--- config.mk ---
export PLATFORM = sky130hd
export DESIGN_NAME = csr_access_ctrl
export DESIGN_NICKNAME = d
export VERILOG_FILES = /design/src/rtl/csr_access_ctrl.sv
export SDC_FILE = /design/constraint.sdc
export NUM_CORES = 1
export LEC_CHECK = 0
export BUFFER_PORTS_ARGS = -buffer_cell sky130_fd_sc_hd__buf_4
export CAP_MARGIN = 20
export CORE_ASPECT_RATIO = 0.9
export CORE_MARGIN = 1
export CORE_UTILIZATION = 51
export CTS_CLUSTER_DIAMETER = 150
export DETAILED_ROUTE_END_ITERATION = 8
export GPL_TIMING_DRIVEN = 0
export PLACE_DENSITY_LB_ADDON = 0.1
export SLEW_MARGIN = 15
export SYNTH_ARGS = -nofsm -noshare
export SYNTH_HDL_FRONTEND = slang
export SYNTH_SLANG_ARGS = --single-unit
--- constraint.sdc ---
create_clock -name clk -period 3.6 [get_ports clk]
set_input_delay 0.54 -clock clk [delete_from_list [all_inputs] [get_ports clk]]
set_output_delay 0.54 -clock clk [all_outputs]
set_load 0.02 [all_outputs]
--- src/rtl/csr_access_ctrl.sv ---
// csr_access_ctrl: multi-cycle sequencer that owns the M-mode CSR file's
// single read port and dual write ports. It serialises Zicsr read-modify-write
// ops, ecall trap entry (mepc/mcause update, jump to mtvec) and mret (jump to mepc).
module csr_access_ctrl #(
    parameter int unsigned     XLEN         = 32,
    parameter logic [XLEN-1:0] MCAUSE_ECALL = 32'd11
) (
    input  logic            clk,
    input  logic            rst,
    input  logic            req_valid,
    output logic            req_ready,
    input  logic [2:0]      req_op,
    input  logic [11:0]     req_csr_addr,
    input  logic [XLEN-1:0] req_wdata,
    input  logic            req_nowr,
    input  logic [XLEN-1:0] req_pc,
    output logic            rsp_valid,
    output logic [XLEN-1:0] rsp_rdata,
    output logic            rsp_illegal,
    output logic            redirect_valid,
    output logic [XLEN-1:0] redirect_pc,
    output logic            csr_wen,
    output logic [11:0]     csr_waddr1,
    output logic [XLEN-1:0] csr_wdata1,
    output logic [11:0]     csr_waddr2,
    output logic [XLEN-1:0] csr_wdata2,
    output logic [11:0]     csr_raddr,
    input  logic [XLEN-1:0] csr_rdata
);

    typedef enum logic [1:0] {IDLE, READ, WRITE, DONE} state_t;

    localparam logic [2:0]  OP_CSRRW    = 3'b000;
    localparam logic [2:0]  OP_CSRRS    = 3'b001;
    localparam logic [2:0]  OP_CSRRC    = 3'b010;
    localparam logic [2:0]  OP_ECALL    = 3'b100;
    localparam logic [2:0]  OP_MRET     = 3'b101;

    localparam logic [11:0] CSR_MSTATUS = 12'h300;
    localparam logic [11:0] CSR_MTVEC   = 12'h305;
    localparam logic [11:0] CSR_MEPC    = 12'h341;
    localparam logic [11:0] CSR_MCAUSE  = 12'h342;

    state_t          state, state_n;
    logic [2:0]      op_q;
    logic [11:0]     addr_q;
    logic [XLEN-1:0] wdata_q;
    logic [XLEN-1:0] pc_q;
    logic [XLEN-1:0] old_q;
    logic            nowr_q;
    logic            illegal_q;
    logic            accept;
    logic            addr_legal;
    logic            req_legal;
    logic            csr_op_q;
    logic            trap_op_q;
    logic [XLEN-1:0] new_val;

    assign accept    = req_valid && (state == IDLE);
    assign csr_op_q  = (op_q == OP_CSRRW) || (op_q == OP_CSRRS) || (op_q == OP_CSRRC);
    assign trap_op_q = (op_q == OP_ECALL) || (op_q == OP_MRET);

    // Classify the incoming request: reserved ops and unknown CSRs are illegal.
    always_comb begin
        addr_legal = (req_csr_addr == CSR_MSTATUS) || (req_csr_addr == CSR_MTVEC) ||
                     (req_csr_addr == CSR_MEPC)    || (req_csr_addr == CSR_MCAUSE);
        case (req_op)
            OP_CSRRW, OP_CSRRS, OP_CSRRC: req_legal = addr_legal;
            OP_ECALL, OP_MRET:            req_legal = 1'b1;
            default:                      req_legal = 1'b0;
        endcase
    end

    // Read-modify-write result for the Zicsr ops.
    always_comb begin
        case (op_q)
            OP_CSRRS: new_val = old_q | wdata_q;
            OP_CSRRC: new_val = old_q & ~wdata_q;
            default:  new_val = wdata_q;
        endcase
    end

    // State register, request latches and captured old CSR value.
    always_ff @(posedge clk) begin
        if (!rst) begin
            state     <= IDLE;
            op_q      <= '0;
            addr_q    <= '0;
            wdata_q   <= '0;
            pc_q      <= '0;
            nowr_q    <= 1'b0;
            illegal_q <= 1'b0;
            old_q     <= '0;
        end else begin
            state <= state_n;
            if (accept) begin
                op_q      <= req_op;
                addr_q    <= req_csr_addr;
                wdata_q   <= req_wdata;
                pc_q      <= req_pc;
                nowr_q    <= req_nowr;
                illegal_q <= !req_legal;
                // cleared so an illegal request (which skips READ) reports zero
                old_q     <= '0;
            end else if (state == READ) begin
                old_q <= csr_rdata;
            end
        end
    end

    // Next-state logic and all outputs, decoded from the current state.
    always_comb begin
        state_n        = state;
        req_ready      = 1'b0;
        rsp_valid      = 1'b0;
        rsp_rdata      = '0;
        rsp_illegal    = 1'b0;
        redirect_valid = 1'b0;
        redirect_pc    = '0;
        csr_wen        = 1'b0;
        csr_raddr      = CSR_MSTATUS;
        csr_waddr1     = CSR_MSTATUS;
        csr_wdata1     = '0;
        csr_waddr2     = CSR_MSTATUS;
        csr_wdata2     = '0;
        case (state)
            IDLE: begin
                req_ready = 1'b1;
                if (req_valid) state_n = req_legal ? READ : DONE;
            end
            READ: begin
                case (op_q)
                    OP_ECALL: csr_raddr = CSR_MTVEC;
                    OP_MRET:  csr_raddr = CSR_MEPC;
                    default:  csr_raddr = addr_q;
                endcase
                state_n = (op_q == OP_MRET) ? DONE : WRITE;
            end
            WRITE: begin
                state_n = DONE;
                if (op_q == OP_ECALL) begin
                    csr_wen    = 1'b1;
                    csr_waddr1 = CSR_MEPC;
                    csr_wdata1 = pc_q;
                    csr_waddr2 = CSR_MCAUSE;
                    csr_wdata2 = MCAUSE_ECALL;
                end else begin
                    csr_wen    = (op_q == OP_CSRRW) || !nowr_q;
                    csr_waddr1 = addr_q;
                    csr_wdata1 = new_val;
                    csr_waddr2 = addr_q;
                    csr_wdata2 = new_val;
                end
            end
            DONE: begin
                state_n     = IDLE;
                rsp_valid   = 1'b1;
                rsp_illegal = illegal_q;
                if (!illegal_q && csr_op_q) rsp_rdata = old_q;
                if (!illegal_q && trap_op_q) begin
                    redirect_valid = 1'b1;
                    redirect_pc    = {old_q[XLEN-1:2], 2'b00};
                end
            end
            default: state_n = IDLE;
        endcase
    end

endmodule

==> out/summary.txt <==
RUN STATUS
--------------------------------------------------------------------------------------------------
Status .............................................................................. finished clean

STA
--------------------------------------------------------------------------------------------------
Slew Limit Headroom .................................................................        30.2%
Setup WS post-layout ................................................................     0.332 ns
Maximum clock frequency .............................................................    0.306 GHz
Max-slew violation total from the final report ......................................            0
RSZ-0062 raised after global routing ................................................           no
Setup TNS Final .....................................................................         0 ns
Clock Skew ..........................................................................   0.00565 ns
Time the final worst path needs with I/O delays and setup ...........................      3.27 ns
Final setup vio count ...............................................................            0
Final number of hold-violating endpoints ............................................            0
Slew @ Worst Pin ....................................................................      1.04 ns
Share of the clock period used by the worst path after layout .......................        90.8%

DRT
--------------------------------------------------------------------------------------------------
Final wirelength ....................................................................     21400 µm
Router iterations before antenna repair .............................................            5
Highest metal layer used by the detailed router .....................................         met4
Routed met3 length ..................................................................      1950 µm
Post-route ant nets .................................................................            0
Total vias in the final route .......................................................         6697
Met2 wire length ....................................................................     10300 µm
Routed WL per cell ..................................................................      17.3 µm
DRC violation total after the first TritonRoute iteration ...........................          404
DRC Markers .........................................................................            0
Metal1 wirelength ...................................................................      8630 µm
Drt via density .....................................................................         5.41

WORST SETUP PATH
--------------------------------------------------------------------------------------------------
Data arrival, critical path .........................................................      2.73 ns
Worst Path Required .................................................................      3.06 ns
Worst r2r dst ....................................................................... pc_q[13]$_SDFFE_PN0P_
Register-to-register setup slack ....................................................      1.26 ns
Count of cells along the worst register-to-register path ............................            7
Worst reg2reg startpoint ............................................................ state[0]$_SDFFE_PN0P_
Type of element launching the critical path .........................................    flip-flop
Maximum fanout count along the critical path ........................................           10
Kind of critical path ...............................................................   reg -> out
Capturing element type of the critical path ......................................... primary output

POWER AND IR DROP
--------------------------------------------------------------------------------------------------
Share of total power in the clock network ...........................................        32.2%
Sw Pwr ..............................................................................      1840 µW
Internal power of the cells .........................................................      3200 µW
Combinational Power Share ...........................................................        35.4%
Sequential cell fraction of total power .............................................        32.4%
Switching part of the total power ...................................................        36.5%
Largest voltage drop on the vdd net .................................................       435 µV
Lkg Pwr .............................................................................   0.00398 µW
Cell Pwr Density ....................................................................   565 nW/µm²

LOGIC SYNTHESIS
--------------------------------------------------------------------------------------------------
Number of synthesized flops with an enable pin ......................................            0
Count of distinct cell types in the synthesized netlist .............................           42
Number of warnings reported in the yosys synthesis log ..............................            0
Main synth FF type ..................................................................      dfxtp_1
Share of flip-flops with an asynchronous set or reset after synthesis ...............           0%
Portion of the post-synthesis area used by sequential elements ......................        38.1%
Total of flip-flops plus latches after synthesis ....................................          115
Area of the mapped netlist ..........................................................     6050 µm²
Average size of a mapped cell .......................................................     7.85 µm²
Count of mapped cells out of synthesis ..............................................          771

GLOBAL ROUTE
--------------------------------------------------------------------------------------------------
Pin count of the biggest net entering global routing ................................           17
Initial antenna violation count .....................................................            0
Wire length of the first global-routing pass ........................................     32000 µm
Total GRT Usage .....................................................................        34.7%
Vias in the first global route ......................................................         6240
Remaining Overflow, GRT .............................................................            0

WORST HOLD PATH
--------------------------------------------------------------------------------------------------
Launch instance of the worst min-delay path ......................................... csr_rdata[6]
Worst-case hold path end point ...................................................... old_q[6]$_SDFFE_PP0P_
Worst hold path depth ...............................................................            3
Class of the worst hold path ........................................................    in -> reg

DIE
--------------------------------------------------------------------------------------------------
Starting density of the core ........................................................        52.7%
DIE HEIGHT ..........................................................................       105 µm
Horizontal die dimension ............................................................       117 µm
Number of I/O pins ..................................................................          284
Area of the core region .............................................................    11500 µm²
Standard-cell rows ..................................................................           37
DIE AREA ............................................................................    12300 µm²

CLOCK TREE
--------------------------------------------------------------------------------------------------
Clock tree from TritonCTS ...........................................................        built
Post-cts hold buffer count ..........................................................            0
Count of cells resized by post-cts repair ...........................................            0
Number of clock sinks seen by CTS ...................................................          115
Post-CTS Setup Inserts ..............................................................            0
Clock transition time at the flip-flop clock pins of the worst setup and hold paths .      0.05 ns
Maximum count of clock buffers along a single path ..................................            2
Clk root buf ........................................................................    clkbuf_16
Clock H-tree levels .................................................................            4
Number of clock buffers inserted by TritonCTS .......................................           17
Insertion delay of the later-clocked pin in the worst-skew pair .....................      0.41 ns

LAYOUT
--------------------------------------------------------------------------------------------------
Final cell count without fillers ....................................................         1238
Leading cell type in the layout, fill and taps excluded .............................        buf_4
Post-layout nets ....................................................................         1191
Finished layout cell area ...........................................................     8920 µm²
Diode insertion count for antenna repair ............................................            0
Most frequent cells in the layout ................................................... 297 x buf_4, 161 x nand2_1, 115 x dfxtp_1, 84 x a21oi_1, 68 x and2_1
Area overhead of the layout relative to synthesis ...................................        47.4%
Ratio of cells with drive above 1 in the final layout ...............................        32.7%

PLACEMENT
--------------------------------------------------------------------------------------------------
Area post-placement .................................................................     8360 µm²
Instance count after placement with tap cells included ..............................         1209
Gp weighted congestion ..............................................................        0.858
Total half-perimeter wirelength after legalization and detailed placement ...........     15900 µm
Port buffer count ...................................................................          281
Pre-CTS setup slack .................................................................     0.839 ns

RUN
--------------------------------------------------------------------------------------------------
Number of maximum-capacitance violations ............................................            0

-- per-layer routing --
metal	up-vias	GRT usage (%)
li1	3212	-
met1	3123	42.9
met2	322	57.0
met3	40	8.63
met4	0	14.3
met5	-	0
-- critical path, stage by stage, from the launching register on --
cell and delay, ns:
dfxtp_1 0.39, ha_1 0.24, nand2b_1 0.12, a211oi_1 0.87, clkbuf_1 0.35, and2_1 0.21, buf_4 0.15
-- cells in the mapped netlist, drive strengths merged (5+ instances only) --
master | n | area share [%]
a21boi | 5 | 0.62
a21oi | 84 | 6.9
a32oi | 29 | 5.4
and2 | 68 | 7.0
and3 | 15 | 1.6
buf | 39 | 3.9
clkbuf | 39 | 2.4
dfxtp | 115 | 38
inv | 7 | 0.43
mux2i | 33 | 5.5
nand2 | 161 | 10
nand2b | 7 | 0.72
nor2 | 63 | 3.9
nor2b | 33 | 3.4
o2bb2ai | 29 | 4.2
-- area by class of cell --
class	instances	area, µm²
Tap cell	156	195
Clock inverter	6	80.1
Sequential cell	115	2300
Buffer	78	382
Multi-Input combinational cell	572	3340
Clock buffer	23	478
Timing Repair Buffer	281	2110
Inverter	7	26.3
Fill cell	921	2560
-- cells by family after synthesis --
| kind of cell | share of synthesized area, % |
|---|---|
| flops | 38.1 |
| xor+xnor | 0.145 |
| other cells | 0.0620 |
| buf+inv | 6.74 |
| fa+ha+maj | 0.827 |
| mux | 5.46 |
| simple gates | 28.0 |
| compound gates | 20.7 |
-- registers in the layout, indices dropped and copies added (netlist names) --
signal     flops
addr_q        12
illegal_q      1
wdata_q       32
op_q           3
state          2
pc_q          32
nowr_q         1
old_q         32
-- per-stage QoR --
step	util (%)	power (µW)	hold WS [ns]
floorplan	-	2750	0.433
global placement	72.8	3360	0.440
detailed placement	72.8	3380	0.449
CTS	77.7	5000	0.355
global route	77.7	5260	0.370
finish	77.7	5040	0.361
-- power groups by stage --
| stage | registers (µW) | logic [µW] | clock network, µW |
|---|---|---|---|
| 2_1_floorplan | 1590 | 1150 | 0 |
| 3_3_place_gp | 1640 | 1720 | 0 |
| 3_5_place_dp | 1650 | 1740 | 0 |
| 4_1_cts | 1630 | 1760 | 1620 |
| 5_1_grt | 1650 | 1930 | 1670 |
| 6_report | 1630 | 1780 | 1620 |
-- how the worst max path moves through the flow --
| stage | cells past startpoint | slack, ns | end | from |
|---|---|---|---|---|
| 2_1_floorplan | 5 | 1.46 | rsp_rdata[10] | state[0]$_SDFFE_PN0P_ |
| 3_3_place_gp | 6 | 0.85 | rsp_rdata[26] | state[0]$_SDFFE_PN0P_ |
| 3_5_place_dp | 6 | 0.84 | rsp_rdata[26] | state[1]$_SDFFE_PN0P_ |
| 4_1_cts | 6 | 0.40 | rsp_rdata[26] | state[1]$_SDFFE_PN0P_ |
| 5_1_grt | 6 | 0.21 | rsp_rdata[3] | state[1]$_SDFFE_PN0P_ |
| 6_report | 6 | 0.33 | rsp_rdata[6] | state[1]$_SDFFE_PN0P_ |
Note: power is estimated with default switching activity, not from simulation.
